===== src/rtl/store_merge_if.sv =====
// ---------------------------------------------------------------------------
// store_merge_if
//   Bundles the request handshake and the word-only memory port of the
//   sub-word store unit.
//
//   Request side : req_valid, req_ready, req_addr, req_data, req_size
//   Memory side  : mem_addr, mem_rd, mem_wr, mem_wdata, mem_rdata, mem_ack
//   Status       : done, err (one-cycle pulses)
//
//   slave  : the store unit itself
//   master : whatever drives requests and answers the memory port
// ---------------------------------------------------------------------------
interface store_merge_if;
    logic        req_valid;
    logic        req_ready;
    logic [31:0] req_addr;
    logic [31:0] req_data;
    logic [1:0]  req_size;
    logic [29:0] mem_addr;
    logic        mem_rd;
    logic        mem_wr;
    logic [31:0] mem_wdata;
    logic [31:0] mem_rdata;
    logic        mem_ack;
    logic        done;
    logic        err;

    modport slave (
        input  req_valid, req_addr, req_data, req_size, mem_rdata, mem_ack,
        output req_ready, mem_addr, mem_rd, mem_wr, mem_wdata, done, err
    );

    modport master (
        output req_valid, req_addr, req_data, req_size, mem_rdata, mem_ack,
        input  req_ready, mem_addr, mem_rd, mem_wr, mem_wdata, done, err
    );
endinterface


===== src/rtl/store_merge.sv =====
// ---------------------------------------------------------------------------
// store_merge
//   Sub-word store unit between the CPU memory stage and a word-only data
//   memory. Byte and halfword stores are done as read-modify-write (read the
//   word, replace one lane, write it back); word stores are a single write.
//   Misaligned or illegal-size requests are rejected with an err pulse and
//   never touch memory.
//
//   Parameters
//     LITTLE_ENDIAN : 1 -> byte k at bits [8k+7:8k]
//                     0 -> byte k at bits [31-8k:24-8k]
//   Ports
//     clk   : rising-edge clock
//     rst_n : asynchronous active-low reset
//     bus   : store_merge_if.slave (request, memory port, done/err)
// ---------------------------------------------------------------------------
module store_merge #(
    parameter bit LITTLE_ENDIAN = 1'b1
) (
    input  logic         clk,
    input  logic         rst_n,
    store_merge_if.slave bus
);

    localparam logic [1:0] SZ_BYTE = 2'b00;
    localparam logic [1:0] SZ_HALF = 2'b01;
    localparam logic [1:0] SZ_WORD = 2'b10;
    localparam logic [1:0] SZ_ILL  = 2'b11;

    typedef enum logic [2:0] {
        ST_IDLE,
        ST_READ,
        ST_WRITE,
        ST_DONE,
        ST_ERR
    } state_t;

    state_t      state_q, state_d;
    logic [31:0] addr_q,  addr_d;
    logic [15:0] data_q,  data_d;    // only the low half ever reaches a sub-word lane
    logic [1:0]  size_q,  size_d;
    logic [31:0] wdata_q, wdata_d;

    logic        req_bad;
    logic [31:0] merged;

    // Rejection rules: illegal size, odd halfword, or word not 4-byte aligned.
    always_comb begin
        req_bad = 1'b0;
        if (bus.req_size == SZ_ILL)
            req_bad = 1'b1;
        else if (bus.req_size == SZ_HALF && bus.req_addr[0])
            req_bad = 1'b1;
        else if (bus.req_size == SZ_WORD && bus.req_addr[1:0] != 2'b00)
            req_bad = 1'b1;
    end

    // -----------------------------------------------------------------------
    // Lane merge. Each physical byte lane gi decides on its own whether it is
    // overwritten. LANE_POS is the byte address offset that lands in this
    // physical lane for the configured endianness. A halfword always occupies
    // an aligned 16-bit physical field, so its upper data byte goes to the odd
    // physical lane in both byte orders.
    // -----------------------------------------------------------------------
    genvar gi;
    generate
        for (gi = 0; gi < 4; gi++) begin : g_lane
            localparam logic [1:0] LANE_POS = LITTLE_ENDIAN ? 2'(gi) : 2'(3 - gi);

            logic       lane_hit;
            logic [7:0] lane_byte;

            always_comb begin
                lane_hit = 1'b0;
                if (size_q == SZ_BYTE && addr_q[1:0] == LANE_POS)
                    lane_hit = 1'b1;
                else if (size_q == SZ_HALF && addr_q[1] == LANE_POS[1])
                    lane_hit = 1'b1;
            end

            if (gi % 2 == 1) begin : g_odd
                assign lane_byte = (size_q == SZ_HALF) ? data_q[15:8] : data_q[7:0];
            end else begin : g_even
                assign lane_byte = data_q[7:0];
            end

            assign merged[8*gi +: 8] = lane_hit ? lane_byte : bus.mem_rdata[8*gi +: 8];
        end
    endgenerate

    // -----------------------------------------------------------------------
    // State register and datapath registers. The reset is asynchronous so the
    // memory strobes, which are decoded from state_q, drop immediately.
    // -----------------------------------------------------------------------
    always_ff @(posedge clk or negedge rst_n) begin
        if (!rst_n) begin
            state_q <= ST_IDLE;
            addr_q  <= '0;
            data_q  <= '0;
            size_q  <= '0;
            wdata_q <= '0;
        end else begin
            state_q <= state_d;
            addr_q  <= addr_d;
            data_q  <= data_d;
            size_q  <= size_d;
            wdata_q <= wdata_d;
        end
    end

    // Next-state and outputs. mem_addr and mem_wdata come straight from
    // registers that only change on accept or on the read ack, so both are
    // stable for the whole of any strobe.
    always_comb begin
        state_d       = state_q;
        addr_d        = addr_q;
        data_d        = data_q;
        size_d        = size_q;
        wdata_d       = wdata_q;
        bus.req_ready = 1'b0;
        bus.mem_rd    = 1'b0;
        bus.mem_wr    = 1'b0;
        bus.done      = 1'b0;
        bus.err       = 1'b0;
        bus.mem_addr  = addr_q[31:2];
        bus.mem_wdata = wdata_q;

        case (state_q)
            ST_IDLE: begin
                bus.req_ready = 1'b1;
                if (bus.req_valid) begin
                    addr_d = bus.req_addr;
                    data_d = bus.req_data[15:0];
                    size_d = bus.req_size;
                    if (req_bad) begin
                        state_d = ST_ERR;
                    end else if (bus.req_size == SZ_WORD) begin
                        wdata_d = bus.req_data;
                        state_d = ST_WRITE;
                    end else begin
                        state_d = ST_READ;
                    end
                end
            end

            ST_READ: begin
                bus.mem_rd = 1'b1;
                if (bus.mem_ack) begin
                    wdata_d = merged;
                    state_d = ST_WRITE;
                end
            end

            ST_WRITE: begin
                bus.mem_wr = 1'b1;
                if (bus.mem_ack)
                    state_d = ST_DONE;
            end

            ST_DONE: begin
                bus.done = 1'b1;
                state_d  = ST_IDLE;
            end

            ST_ERR: begin
                bus.err = 1'b1;
                state_d = ST_IDLE;
            end

            default: begin
                state_d = ST_IDLE;
            end
        endcase
    end

endmodule


===== src/flat_wrapper.sv =====
// flat-port wrapper written by rule: the top's interface ports become plain ports
module store_merge_flat 
#(
    parameter bit LITTLE_ENDIAN = 1'b1
)
  (clk, rst_n, bus_req_valid, bus_req_addr, bus_req_data, bus_req_size, bus_mem_rdata, bus_mem_ack, bus_req_ready, bus_mem_addr, bus_mem_rd, bus_mem_wr, bus_mem_wdata, bus_done, bus_err);
  store_merge_if bus_i ();
  input  logic clk;
  input  logic rst_n;
  input wire logic [$bits(bus_i.req_valid)-1:0] bus_req_valid;
  input wire logic [$bits(bus_i.req_addr)-1:0] bus_req_addr;
  input wire logic [$bits(bus_i.req_data)-1:0] bus_req_data;
  input wire logic [$bits(bus_i.req_size)-1:0] bus_req_size;
  input wire logic [$bits(bus_i.mem_rdata)-1:0] bus_mem_rdata;
  input wire logic [$bits(bus_i.mem_ack)-1:0] bus_mem_ack;
  output wire logic [$bits(bus_i.req_ready)-1:0] bus_req_ready;
  output wire logic [$bits(bus_i.mem_addr)-1:0] bus_mem_addr;
  output wire logic [$bits(bus_i.mem_rd)-1:0] bus_mem_rd;
  output wire logic [$bits(bus_i.mem_wr)-1:0] bus_mem_wr;
  output wire logic [$bits(bus_i.mem_wdata)-1:0] bus_mem_wdata;
  output wire logic [$bits(bus_i.done)-1:0] bus_done;
  output wire logic [$bits(bus_i.err)-1:0] bus_err;
  assign bus_i.req_valid = bus_req_valid;
  assign bus_i.req_addr = bus_req_addr;
  assign bus_i.req_data = bus_req_data;
  assign bus_i.req_size = bus_req_size;
  assign bus_i.mem_rdata = bus_mem_rdata;
  assign bus_i.mem_ack = bus_mem_ack;
  assign bus_req_ready = bus_i.req_ready;
  assign bus_mem_addr = bus_i.mem_addr;
  assign bus_mem_rd = bus_i.mem_rd;
  assign bus_mem_wr = bus_i.mem_wr;
  assign bus_mem_wdata = bus_i.mem_wdata;
  assign bus_done = bus_i.done;
  assign bus_err = bus_i.err;
  store_merge #(.LITTLE_ENDIAN(LITTLE_ENDIAN)) u_core (.clk(clk), .rst_n(rst_n), .bus(bus_i));
endmodule

===== config.mk =====
export PLATFORM = sky130hd
export DESIGN_NAME = store_merge_flat
export DESIGN_NICKNAME = d
export VERILOG_FILES = /design/src/rtl/store_merge_if.sv /design/src/rtl/store_merge.sv /design/src/flat_wrapper.sv
export SDC_FILE = /design/constraint.sdc
export NUM_CORES = 1
export LEC_CHECK = 0
export ABC_AREA = 1
export CORE_MARGIN = 2
export CORE_UTILIZATION = 30
export DETAILED_ROUTE_END_ITERATION = 6
export SYNTH_ARGS = -nofsm -noshare
export SYNTH_HDL_FRONTEND = slang
export SYNTH_SLANG_ARGS = --single-unit
export TNS_END_PERCENT = 30

===== constraint.sdc =====
create_clock -name clk -period 1.4 [get_ports clk]
set_clock_uncertainty 0.2 [all_clocks]
set_input_delay 0.21 -clock clk [delete_from_list [all_inputs] [get_ports clk]]
set_output_delay 0.21 -clock clk [all_outputs]
set_load 0.1 [all_outputs]

# Word-level counts from Yosys, hierarchy flattened

Cells that the tools add are included.

Bits in registers: 85
Input port bits: 102
Output and inout port bits: 67
Logic and storage cells: 68

Eq/ne operators: 16
Muxes and demuxes: 30
Bitwise operators: 1
Reductions and logical operators: 16

Operator list:

| kind               | count |
|---|---|
| $mux 32            | 4 |
| $pmux 32 s2        | 1 |
| $mux 8             | 5 |
| $mux 1             | 14 |
| $mux 3             | 4 |
| $pmux 3 s3         | 1 |
| $eq 2x2->1 const B | 4 |
| $logic_and 1x1->1  | 8 |
| $ne 2x2->1 const B | 4 |
| $eq 2x1->1 const B | 3 |
| $eq 3x2->1 const B | 2 |
| $reduce_and 5->1   | 1 |
| $logic_not 2->1    | 2 |
| $reduce_bool 2->1  | 2 |
| $eq 3x1->1 const B | 1 |
| $eq 3x3->1 const B | 1 |
| $logic_not 3->1    | 1 |
| $reduce_and 3->1   | 1 |
| $mux 2             | 1 |
| $ne 2x1->1 const B | 1 |
| $reduce_and 2->1   | 1 |
| $not 1->1          | 1 |

# Depth between registers and ports, before layout

Depth in word-level cells: 8
Depth in mapped cells: 9

# Worst setup path before layout

OpenSTA, ideal clock, no wires.

Path kind: register to output
Start point: reg u_core.state_q[0]
End point: out bus_err
Arrival time: 2.513 ns
Path slack: -1.523 ns
Stages on the path, launching flop included: 2
Path through: dfrtp_1 nor3_1

Word-level cells in the longest chain between the ends: 2

RTL lines:

| item                   | line               | source |
|---|---|---|
| start, declared        | store_merge.sv:38  | `state_t state_q, state_d;` |
| start signal, assigned | store_merge.sv:103 | `state_q <= state_d;` |
| $eq 3x3->1             | store_merge.sv:128 | `case (state_q)` |
| $mux 1                 | store_merge.sv:128 |  |
| end, declared          | flat_wrapper.sv:22 | `output wire logic [$bits(bus_i.err)-1:0] bus_err;` |

Every way passes these cells.

# Worst setup path after layout

Start point: reg u_core.state_q[2]
End point: out bus_mem_rd

Word-level cells in the longest chain between the ends: 2

RTL lines:

| item          | line               | source |
|---|---|---|
| $eq 3x1->1    | store_merge.sv:128 |  |
| $mux 1        | store_merge.sv:128 |  |
| end, declared | flat_wrapper.sv:18 | `output wire logic [$bits(bus_i.mem_rd)-1:0] bus_mem_rd;` |

Every way passes these cells.

==> results_dict.tcl <==
set metrics [dict create \
    start_util_pct 30.35 \
    yosys.area.top_type "dfrtp_1" \
    status "finished, violations left" \
    drc 0 \
    syn_avg_cell_area_um2 7.007 \
    grt_first_pass_wirelength_mm 22.00 \
    worstPathMaxFanout 3 \
    post-route-min-period_ns 1.867 \
    synth_cells 651 \
    drive_above_1_share_pct 19.32 \
    synth_edf_count 0 \
    portBuffers 168 \
    clock_sinks 85 \
    synthArstFlopShare_pct 100.0 \
    cts_inserted_buffers 9 \
    cap_violations 0 \
    synth_common_cells "360 x nand2_1, 85 x dfrtp_1, 44 x inv_1" \
    ys_ff_latch 85 \
    critPathKind "reg2out" \
    slew_violations 0 \
    synth-simple-area-share_pct 37.03 \
    slew_headroom_pct 83.54 \
    coreArea_um2 15030 \
    synth.top_cell.area_share_pct 46.63 \
    grt_pass1_vias 4346 \
    die_y_um 127.3 \
    finalNetCount 925 \
    clkLatencyLatePin_ns 0.34 \
    clkTransAtPathRegs_ns 0.06 \
    gp_congestion 0.8418 \
    grt_usage_pct 17.32 \
    n_antenna_cell 0 \
    worstMarginPinSlew_ns 0.2463 \
    hp-class "in2async" \
    cts_tree "done" \
    synth_xor_xnor_area_share_pct 0 \
    ys_warn_count 0 \
    area_delta_synth_final_pct 70.90 \
    synth-compound-area-share_pct 3.867 \
    antenna_found_initial 0 \
    startpoint_type "register" \
    yosysSeqAreaShare_pct 46.63 \
    rsz0062_at_grt "yes" \
    synth.most_common_cell "nand2_1" \
    grt_max_degree 33 \
    finalSetupViolCount 90 \
    r2r-start "u_core.state_q[2]$_DFFE_PN0P_" \
    hold_viol 0 \
    drt_iter0_markers 248 \
    ant_nets 0 \
    synth-adder-area-share_pct 0 \
    wl_per_cell_um 13.70 \
    synth_top_family_by_area "simple AND/OR/NAND/NOR gates" \
    dp_hpwl_mm 10.54 \
    first_pass_iters 4 \
    r2r_cells 9 \
    post-route-util_pct 51.86 \
    viasPerCell 4.401 \
    synth_nets 753 \
    fin_crit_sh_pct 133.3 \
    failed_checks "setup timing" \
    end_kind "output port" \
    gr-total-overflow 0 \
    synth_top_flop_cell "dfrtp_1" \
    synth.area.top_cells "dfrtp_1 47%, nand2_1 30%, buf_4 5.9%, nand3_1 3.9%, inv_1 3.6%" \
    fp.dieW_um 127.3 \
    n_fill_cell 1389 \
    num_rows 45 \
    ios 169 \
    synthMuxAreaShare_pct 0 \
    ys_types 22 \
    cp.arrival_ns 1.46 \
    clk_path_buf_depth 2 \
    critPathRequiredTime_ns 0.99 \
    clockRootBuffer "clkbuf_16" \
    fmax_mhz 535.7 \
    r2r_setup_slack_ns -0.42 \
    setup_slack_ns -0.4666 \
    finalWirelength_mm 13.92 \
    htreeDepth 3 \
    die_area_um2 16210 \
    syn-cell-area_um2 4562 \
    num_vias 4471 \
    r2r_end "u_core.bus.mem_wdata[14]$_DFFE_PN0P_" \
]
layer usage:
layer / up-vias / track usage (%) / share of wire, %
met3: 24 / 4.146 / 6.5
met2: 127 / 27.71 / 48
met1: 2036 / 22.33 / 43
met4: 0 / 7.757 / 2.5
li1: 2284 / - / -
met5: - / 0 / 0
cell type report:
type / instances / area, um2 / share of cell area, %
Clock buffer: 12 / 256.5 / 3.290
Timing Repair Buffer: 216 / 2925 / 37.52
Sequential cell: 85 / 2131 / 27.33
Clock inverter: 4 / 47.55 / 0.6099
Tap cell: 188 / 235.2 / 3.017
Inverter: 50 / 222.7 / 2.857
Multi-Input combinational cell: 461 / 1978 / 25.37
metrics by stage:
stage	worst slack (ns)	hold slack [ns]	area (um2)	instances	setup TNS (ns)
final	-0.4666	0.07949	7796	1016	-26.04
after global routing	-0.4911	0.09634	7796	1016	-31.82
after CTS	-0.4578	0.05913	7754	1015	-23.92
after detailed placement	-0.3843	-0.1115	7281	989	-29.22
after global placement	-0.3722	-0.1084	7281	989	-27.60
after floorplan	-0.2616	-0.2856	4652	651	-14.79
flip-flops by register name (all words and copies together), names as in the netlist:
name and flops:
u_core.addr_q 32, u_core.bus.mem_wdata 32, u_core.data_q 16, u_core.size_q 2, u_core.state_q 3
logic make-up (layout without fill, tap and decap cells):
group	after synthesis	in the layout
AOI/OAI and AO/OA	33	33
DFF	85	85
buffers and inverters	105	282
and+or+nand+nor	428	428
layout by cell type (no fill, tap or decap), types with 4 or more instances in the layout:
master	netlist	layout
a21oi_1	9	6
buf_12	0	81
buf_4	36	26
buf_6	3	6
clkbuf_16	0	9
clkdlybuf4s50_1	0	100
dfrtp_1	85	82
inv_1	44	42
nand2_1	360	357
nand3_1	36	33
nand3_4	0	4
nor2_1	24	22
o21ai_0	22	17
o21ai_1	1	5
worst max-delay path by stage:
stage / start / end / depth (start not counted) / slack [ns]
after floorplan: u_core.state_q[0]$_DFFE_PN0P_ / bus_err / 1 / -0.26
after global placement: bus_req_valid / u_core.bus.mem_wdata[16]$_DFFE_PN0P_ / 8 / -0.37
after detailed placement: bus_req_size[0] / u_core.bus.mem_wdata[14]$_DFFE_PN0P_ / 9 / -0.38
after CTS: u_core.state_q[1]$_DFFE_PN0P_ / bus_mem_rd / 6 / -0.46
after global routing: u_core.state_q[2]$_DFFE_PN0P_ / bus_mem_rd / 6 / -0.49
final: u_core.state_q[2]$_DFFE_PN0P_ / bus_mem_rd / 6 / -0.47
worst max-delay path: stages, from the launching register on:
cell	delay, ns
dfrtp_2	0.43
nor2_4	0.18
nand2_4	0.08
buf_12	0.13
clkinv_8	0.04
buf_8	0.09
buf_12	0.16
timing repair:
action | CTS | global route
setup buffers | 9 | 1
cloned | 0 | 0
endpoints found under the hold margin | 85 | 0
hold buffers | 1 | 0
endpoints found under the setup margin | 90 | 90
gates resized for setup | 24 | 14
pin swaps | 6 | 4
Power is not shown: default switching activity piles up to over one toggle a cycle in this logic, so the estimate is an artifact.
